<file path="config.mk">
export PLATFORM = sky130hd
export DESIGN_NAME = game_control_np
export DESIGN_NICKNAME = d
export VERILOG_FILES = /design/src/rtl/game_control_np.sv
export SDC_FILE = /design/constraint.sdc
export NUM_CORES = 1
export LEC_CHECK = 0
export BUFFER_PORTS_ARGS = -buffer_cell sky130_fd_sc_hd__buf_2
export CORE_MARGIN = 3
export CORE_UTILIZATION = 25
export DETAILED_ROUTE_END_ITERATION = 8
export HOLD_SLACK_MARGIN = 0.05
export PLACE_DENSITY = 0.39
export SKIP_CTS_REPAIR_TIMING = 1
export SLEW_MARGIN = 5
export SYNTH_ARGS = -nofsm -noshare
export SYNTH_HDL_FRONTEND = slang
export SYNTH_SLANG_ARGS = --single-unit
</file>
<file path="constraint.sdc">
create_clock -name clk7_159 -period 2.6 [get_ports clk7_159]
set_input_delay 0.52 -clock clk7_159 [delete_from_list [all_inputs] [get_ports clk7_159]]
set_output_delay 0.52 -clock clk7_159 [all_outputs]
set_load 0.05 [all_outputs]
</file>
<file path="src/rtl/game_control_np.sv">
// Game sequencer: attract -> start reset -> serve wait -> play, with N players and credits.
// GAME_CONTROL_AUTO_START_EN selects legacy behaviour where a coin starts the game directly.
module game_control_np #(
    parameter int CLK_HZ         = 7_159_000,
    parameter int SERVE_DELAY_MS = 1700,
    parameter int NUM_PLAYERS    = 2,
    parameter int CREDIT_W       = 4,
    parameter int MAX_CREDITS    = 9,
    parameter int SRST_CYCLES    = 16,
    localparam int PW            = (NUM_PLAYERS > 2) ? $clog2(NUM_PLAYERS) : 1
) (
    input  logic                clk7_159,
    input  logic                rst,
    input  logic                coin_sw,
    input  logic                start_sw,
    input  logic                _miss,
    input  logic [PW-1:0]       miss_side,
    input  logic                stop_g,
    output logic [CREDIT_W-1:0] credits,
    output logic                srst,
    output logic                _srst,
    output logic                rst_speed,
    output logic                running,
    output logic                attract,
    output logic                _attract,
    output logic                serve,
    output logic                _serve,
    output logic [PW-1:0]       serve_side
);

    localparam int SERVE_CYCLES = CLK_HZ / 1000 * SERVE_DELAY_MS - 1;
    localparam int TMAX         = (SERVE_CYCLES > SRST_CYCLES - 1) ? SERVE_CYCLES : SRST_CYCLES - 1;
    localparam int TW           = (TMAX < 1) ? 1 : $clog2(TMAX + 1);

    localparam logic [PW:0]   NP_EXT      = (PW + 1)'(NUM_PLAYERS);
    localparam logic [PW-1:0] LAST_PLAYER = PW'(NUM_PLAYERS - 1);

    typedef enum logic [1:0] {
        ST_ATTRACT,
        ST_SRST,
        ST_SERVE_WAIT,
        ST_PLAY
    } state_t;

    state_t              state_q, state_d;
    logic [TW-1:0]       timer_q, timer_d;
    logic [CREDIT_W-1:0] credits_q, credits_d;
    logic [PW-1:0]       serve_side_q, serve_side_d;
    logic                rst_speed_q, rst_speed_d;
    logic                srst_q, srst_d;
    logic                running_q, running_d;
    logic                serve_q, serve_d;
    logic                coin_prev_q, start_prev_q, miss_prev_q, stop_prev_q;

    logic coin_edge, miss_edge, stop_edge;
    logic start_game, start_accept, coin_add;

    assign coin_edge = coin_sw & ~coin_prev_q;
    assign miss_edge = ~_miss & miss_prev_q;
    assign stop_edge = stop_g & ~stop_prev_q;

    always_comb begin
        state_d      = state_q;
        timer_d      = timer_q;
        serve_side_d = serve_side_q;
        rst_speed_d  = 1'b0;
        start_game   = 1'b0;
        start_accept = 1'b0;

        case (state_q)
            ST_ATTRACT: begin
`ifdef GAME_CONTROL_AUTO_START_EN
                start_game = coin_edge;
`else
                if (start_sw && !start_prev_q && credits_q != '0) begin
                    start_game   = 1'b1;
                    start_accept = 1'b1;
                end
`endif
            end
            ST_SRST, ST_SERVE_WAIT: begin
                if (stop_edge) begin
                    state_d = ST_ATTRACT;
                end else if (timer_q == '0) begin
                    state_d = (state_q == ST_SRST) ? ST_SERVE_WAIT : ST_PLAY;
                    timer_d = (state_q == ST_SRST) ? TW'(SERVE_CYCLES) : timer_q;
                end else begin
                    timer_d = timer_q - TW'(1);
                end
            end
            ST_PLAY: begin
                if (stop_edge) begin
                    state_d = ST_ATTRACT;
                end else if (miss_edge) begin
                    state_d      = ST_SERVE_WAIT;
                    timer_d      = TW'(SERVE_CYCLES);
                    rst_speed_d  = 1'b1;
                    serve_side_d = ({1'b0, miss_side} >= NP_EXT) ? LAST_PLAYER : miss_side;
                end
            end
            default: state_d = ST_ATTRACT;
        endcase

        if (start_game) begin
            state_d      = ST_SRST;
            timer_d      = TW'(SRST_CYCLES - 1);
            serve_side_d = '0;
            rst_speed_d  = 1'b1;
        end

        // The coin that auto-starts a game is spent on the game, not banked.
`ifdef GAME_CONTROL_AUTO_START_EN
        coin_add = coin_edge & ~start_game;
`else
        coin_add = coin_edge;
`endif
        credits_d = credits_q;
        if (coin_add && !start_accept) begin
            if (credits_q < CREDIT_W'(MAX_CREDITS))
                credits_d = credits_q + CREDIT_W'(1);
        end else if (!coin_add && start_accept) begin
            credits_d = credits_q - CREDIT_W'(1);
        end

        srst_d    = (state_d == ST_SRST);
        serve_d   = (state_d == ST_SERVE_WAIT);
        running_d = (state_d != ST_ATTRACT);
    end

    always_ff @(posedge clk7_159) begin
        if (rst) begin
            state_q      <= ST_ATTRACT;
            timer_q      <= '0;
            credits_q    <= '0;
            serve_side_q <= '0;
            rst_speed_q  <= 1'b0;
            srst_q       <= 1'b0;
            running_q    <= 1'b0;
            serve_q      <= 1'b0;
            coin_prev_q  <= 1'b0;
            start_prev_q <= 1'b0;
            miss_prev_q  <= 1'b1;
            stop_prev_q  <= 1'b0;
        end else begin
            state_q      <= state_d;
            timer_q      <= timer_d;
            credits_q    <= credits_d;
            serve_side_q <= serve_side_d;
            rst_speed_q  <= rst_speed_d;
            srst_q       <= srst_d;
            running_q    <= running_d;
            serve_q      <= serve_d;
            coin_prev_q  <= coin_sw;
            start_prev_q <= start_sw;
            miss_prev_q  <= _miss;
            stop_prev_q  <= stop_g;
        end
    end

    // attract follows the registered stop_g level so it stays up while game-over is held.
    assign credits    = credits_q;
    assign srst       = srst_q;
    assign _srst      = ~srst_q;
    assign rst_speed  = rst_speed_q;
    assign running    = running_q;
    assign attract    = ~running_q | stop_prev_q;
    assign _attract   = ~attract;
    assign serve      = serve_q;
    assign _serve     = ~serve_q;
    assign serve_side = serve_side_q;

endmodule

</file>
**Yosys cells after proc, flatten, opt, wreduce, memory -nomap -nowiden**

Cells that the tools add are included.

- Register bits: 39
- Bits of input ports: 7
- Output and inout bits: 13
- Word-level logic and storage cells: 86

- $add $sub $neg: 3
- Magnitude comparators: 1
- Eq/ne operators: 14
- Muxes and demuxes: 23
- Bitwise operators: 12
- Reduce and logical (&&, ||, !) cells: 20

Operators by type and width:

| operator | number |
|---|---|
| two-way mux 24 bit | 5 |
| one-hot mux 24 bit (2 select lines) | 1 |
| logical NOT 24 bit | 1 |
| subtractor 24 x 1 -> 24 bit, second input constant | 1 |
| two-way mux 4 bit | 4 |
| inequality test 3 bit, second input constant | 4 |
| two-way mux 2 bit | 5 |
| AND reduction 5 bit | 2 |
| inverter 1 bit | 8 |
| two-way mux 1 bit | 7 |
| == test 2 bit, second input constant | 3 |
| inequality test 2 bit, second input constant | 3 |
| nonzero test 2 bit | 3 |
| adder 4 x 1 -> 4 bit, second input constant | 1 |
| == test 2 x 1 -> 1 bit, second input constant | 2 |
| logical AND 1 bit | 4 |
| < comparator 4 bit, second input constant | 1 |
| inequality test 4 bit, second input constant | 1 |
| one-hot mux 2 bit (2 select lines) | 1 |
| nonzero test 4 bit | 1 |
| OR reduction 2 bit | 2 |
| subtractor 4 x 1 -> 4 bit, second input constant | 1 |
| bitwise AND 1 bit | 3 |
| logical NOT 1 bit | 3 |
| other kinds (6) | 6 |

**Depth between registers and ports, before layout**

- Depth in word-level cells: 9
- Depth in mapped cells: 11
- Gate-level depth less buffers: 10

**Worst setup path before layout**

OpenSTA, ideal clock, no wires.

- Kind: reg-to-reg
- Start: register credits_q[0], in the netlist credits[0]
- End: register credits_q[3], in the netlist credits[3]
- Library setup time: 0.065 ns
- Data arrival time: 2.358 ns
- Required time: 2.535 ns
- Path slack: 0.177 ns
- Stages on the path, launching flop included: 9
- Path buffers: 0
- Clock period less this slack: 2.423 ns
- Cell sequence: dfxtp_1 -> or4_1 -> nand2_1 -> nand2_1 -> ha_1 -> a21o_1 -> a21oi_1 -> mux4_2 -> nor2_1

- Word-level cells in the longest chain between the ends: 8
- Elaborated cells between the ends (all ways): 16
- Those cells by class: add/sub (2); order compare (1); eq/ne (1); mux (5); reduce/logical (7)

RTL lines:

| item | RTL line | source |
|---|---|---|
| from (decl) | 47 | `logic [CREDIT_W-1:0] credits_q, credits_d;` |
| from (signal assigned) | 147 | `credits_q <= credits_d;` |
| nonzero test 4 bit | 75 | `if (start_sw && !start_prev_q && credits_q != '0) begin` |
| logical AND 1 bit | 75 |  |
| two-way mux 1 bit | 75 |  |
| two-way mux 1 bit | 70 | `case (state_q)` |
| logical NOT 1 bit | 118 | `if (coin_add && !start_accept) begin` |
| logical AND 1 bit | 118 |  |
| inequality test 2 x 1 -> 1 bit (no source line) / nonzero test 2 bit (equally long branches) | -- |  |
| AND reduction 2 bit (no source line) | -- |  |

Several ways; a longest one is shown, not always the timed one. The select of a mux whose other input is x is not followed.
A chain may end at the register's enable or synchronous reset.

**Final worst setup path**

- Start: register timer_q[8]
- End: register timer_q[18]

- Word-level cells in the longest chain between the ends: 4
- Elaborated cells between the ends (all ways): 7
- Those cells by class: add/sub (1); eq/ne (1); mux (3); reduce/logical (2)

RTL lines:

| item | RTL line | source |
|---|---|---|
| from (decl) | 46 | `logic [TW-1:0] timer_q, timer_d;` |
| from (signal assigned) | 146 | `timer_q <= timer_d;` |
| subtractor 24 x 1 -> 24 bit / logical NOT 24 bit (equally long branches) | 88, 84 |  |
| two-way mux 24 bit | 84 | `end else if (timer_q == '0) begin` |
| two-way mux 24 bit | 82 | `if (stop_edge) begin` |
| one-hot mux 24 bit (2 select lines) | 70 |  |

Several ways; a longest one is shown, not always the timed one. The select of a mux whose other input is x is not followed.

==> metrics <==
CP delay by family, top simple AND/OR/NAND/NOR gates; period utilization 0.922; Rows 33; port buffer count 19; Horiz. Die Dim approximately 100 microns; WP buf/inv 0; Ant. Diodes 0; worst skew pair latency between 0.2 and 0.3 ns; CP arrival ~2.6 ns; WL per Instance about 15 microns; CTS Buf Count 5; Critical Path Fanout Max 7; vias ~2000; Final Hold Vio Count 0; Startpoint Class flop; gpl congestion just over 0.7; share of cells above drive strength 1 0.218; Post-Synthesis Net Count between 200 and 300; Overflow after GRT 0; clk sinks 39; CTS tree done; setup TNS 0 ns; Routed Antenna Nets 0; number of global-route vias before repair between 2000 and 2500; Final Setup Violations 0; Async SR Flop Fraction 0; Syn Inst Count 254; first-pass GRT wire length between 10000 and 15000 microns; via-per-instance ratio just over 5; HP Class in2reg; Syn-to-layout area delta 17.4%; initial antenna violation count 0; CP Class reg2reg; largest net degree at the start of global routing 22; status complete, no violations; Die ar. 9870 sq um; H-tree depth 2; Starting DRT DRC Count 94; most repeated library cell on the critical path or3_1; Req. time, crit path approximately 2.8 ns; Worst setup EP type flop; MaxCap Viol Count 0; Post-route DRC 0; CP max stage delay between 0.5 and 0.6 ns; Syn Std Cell Area about 2200 sq um; Post-synth EDFFs 0; measured slew at the worst slew-check pin around 0.82 ns; YS warnings 0; Clock transition at path regs 0.07 ns; fin crit period around 2.4 ns; commonest non-fill, non-tap cells in the layout 38 x dfxtp_1, 19 x a21oi_1, 19 x buf_2; part of the Yosys area used for sequential elements 0.358; CTS Buffer Depth 2; wirelength, routed ~5700 microns; IO Pins 20; Tot GR Track Use 0.126; die height about 99 microns; DPL Wire Length ~4300 microns; initial core utilization 0.261; Yosys reg bits 39; Final Max Slew Viols 0; Netlist cell types 55; CTS root buffer clkbuf_8; Syn Area/Cell 8.58 sq um; predominant post-synthesis flop cell dfxtp_1; Final Skew ~0.0049 ns; Core ar. roughly 8300 sq um; fin nets 300; First-pass DRT Iterations 6; slew margin rel. 0.448; fmax around 420 MHz; Worst path slowest cell or4_4; commonest non-fill, non-tap cell in the layout dfxtp_1; crit path cell chain or4_4, or3_1, or3_1, or4_1, a21oi_1
-- metal layers --
layer	up-vias	global-route usage	share of wire
met5	-	0	0
met4	0	0.0315	0.011
met3	5	0.0266	0.033
met2	31	0.216	0.47
met1	944	0.160	0.49
li1	1013	-	-
-- area by class of cell --
cell class                      instances  area [sq um]
Fill cell                             931          5780
Multi-Input combinational cell        192          1300
Sequential cell                        39           782
Timing Repair Buffer                   36           223
Tap cell                              105           131
Clock buffer                            7          76.3
Inverter                               10          37.5
Clock inverter                          1          5.00
-- registers in the layout, indices dropped and copies added (netlist names) --
| signal | cells |
|---|---|
| timer_q | 24 |
| credits | 4 |
| state_q | 2 |
| coin_prev_q | 1 |
| miss_prev_q | 1 |
| rst_speed | 1 |
| running | 1 |
| serve | 1 |
| serve_side | 1 |
| srst | 1 |
| start_prev_q | 1 |
| stop_prev_q | 1 |
-- kinds of logic (layout without fill, tap and decap cells) --
kind of cell | Yosys count | count (layout) | synth area share
and+or+nand+nor | 105 | 105 | 0.289
muxes | 4 | 4 | 0.0247
adders and majority gates | 9 | 9 | 0.0551
DFF | 39 | 39 | 0.358
AOI/OAI and AO/OA | 72 | 72 | 0.220
xor gates and xnor gates | 2 | 2 | 0.00804
buffers and inverters | 23 | 54 | 0.0454
-- final timing paths --
check | start | end | slack, ns | cells past startpoint
worst max-delay path | timer_q[8] | timer_q[18] | 0.20 | 5
worst min-delay path | _miss | miss_prev_q | 0.44 | 2
worst max register to register | timer_q[8] | timer_q[18] | 0.20 | 5
worst min register to register | timer_q[15] | timer_q[15] | 0.46 | 2
-- synthesized netlist by cell type, types with 2 or more instances --
master / instances / share of area
ha_1: 8 / 0.046
nor2_1: 18 / 0.031
nor3b_1: 3 / 0.010
and2_1: 3 / 0.0086
dfxtp_1: 39 / 0.36
or2_2: 5 / 0.014
and3_1: 2 / 0.0057
o31ai_1: 9 / 0.031
or3_1: 8 / 0.023
and3b_1: 2 / 0.0080
o41ai_1: 2 / 0.0080
or4_1: 13 / 0.045
inv_1: 10 / 0.017
a31o_2: 3 / 0.012
mux2i_1: 2 / 0.0092
a21o_1: 2 / 0.0069
nand2b_1: 7 / 0.020
clkbuf_1: 8 / 0.014
buf_2: 4 / 0.0092
o21ai_1: 2 / 0.0046
o221a_2: 2 / 0.010
o21a_1: 2 / 0.0069
nor4b_1: 2 / 0.0080
a21oi_1: 19 / 0.044
nor3_1: 10 / 0.023
a211oi_1: 4 / 0.014
nand3_1: 5 / 0.011
xnor2_1: 2 / 0.0080
nor2b_1: 6 / 0.017
a311oi_1: 2 / 0.0080
a31oi_1: 8 / 0.023
nand2_1: 10 / 0.017
o21ai_0: 10 / 0.023
-- stage by stage --
step	instances	util	hold WS, ns	area (sq um)	setup slack (ns)
6_report	390	0.307	0.439	2560	0.203
5_1_grt	390	0.307	0.441	2560	-0.00317
4_1_cts	390	0.306	0.434	2550	0.0196
3_5_place_dp	382	0.296	0.456	2470	0.0588
3_3_place_gp	382	0.296	0.449	2470	0.136
2_1_floorplan	254	-	0.429	2180	0.177
Power is left out: the tool's default activity adds up to more than one toggle a clock period on the data nets, which glitch-free logic cannot reach.
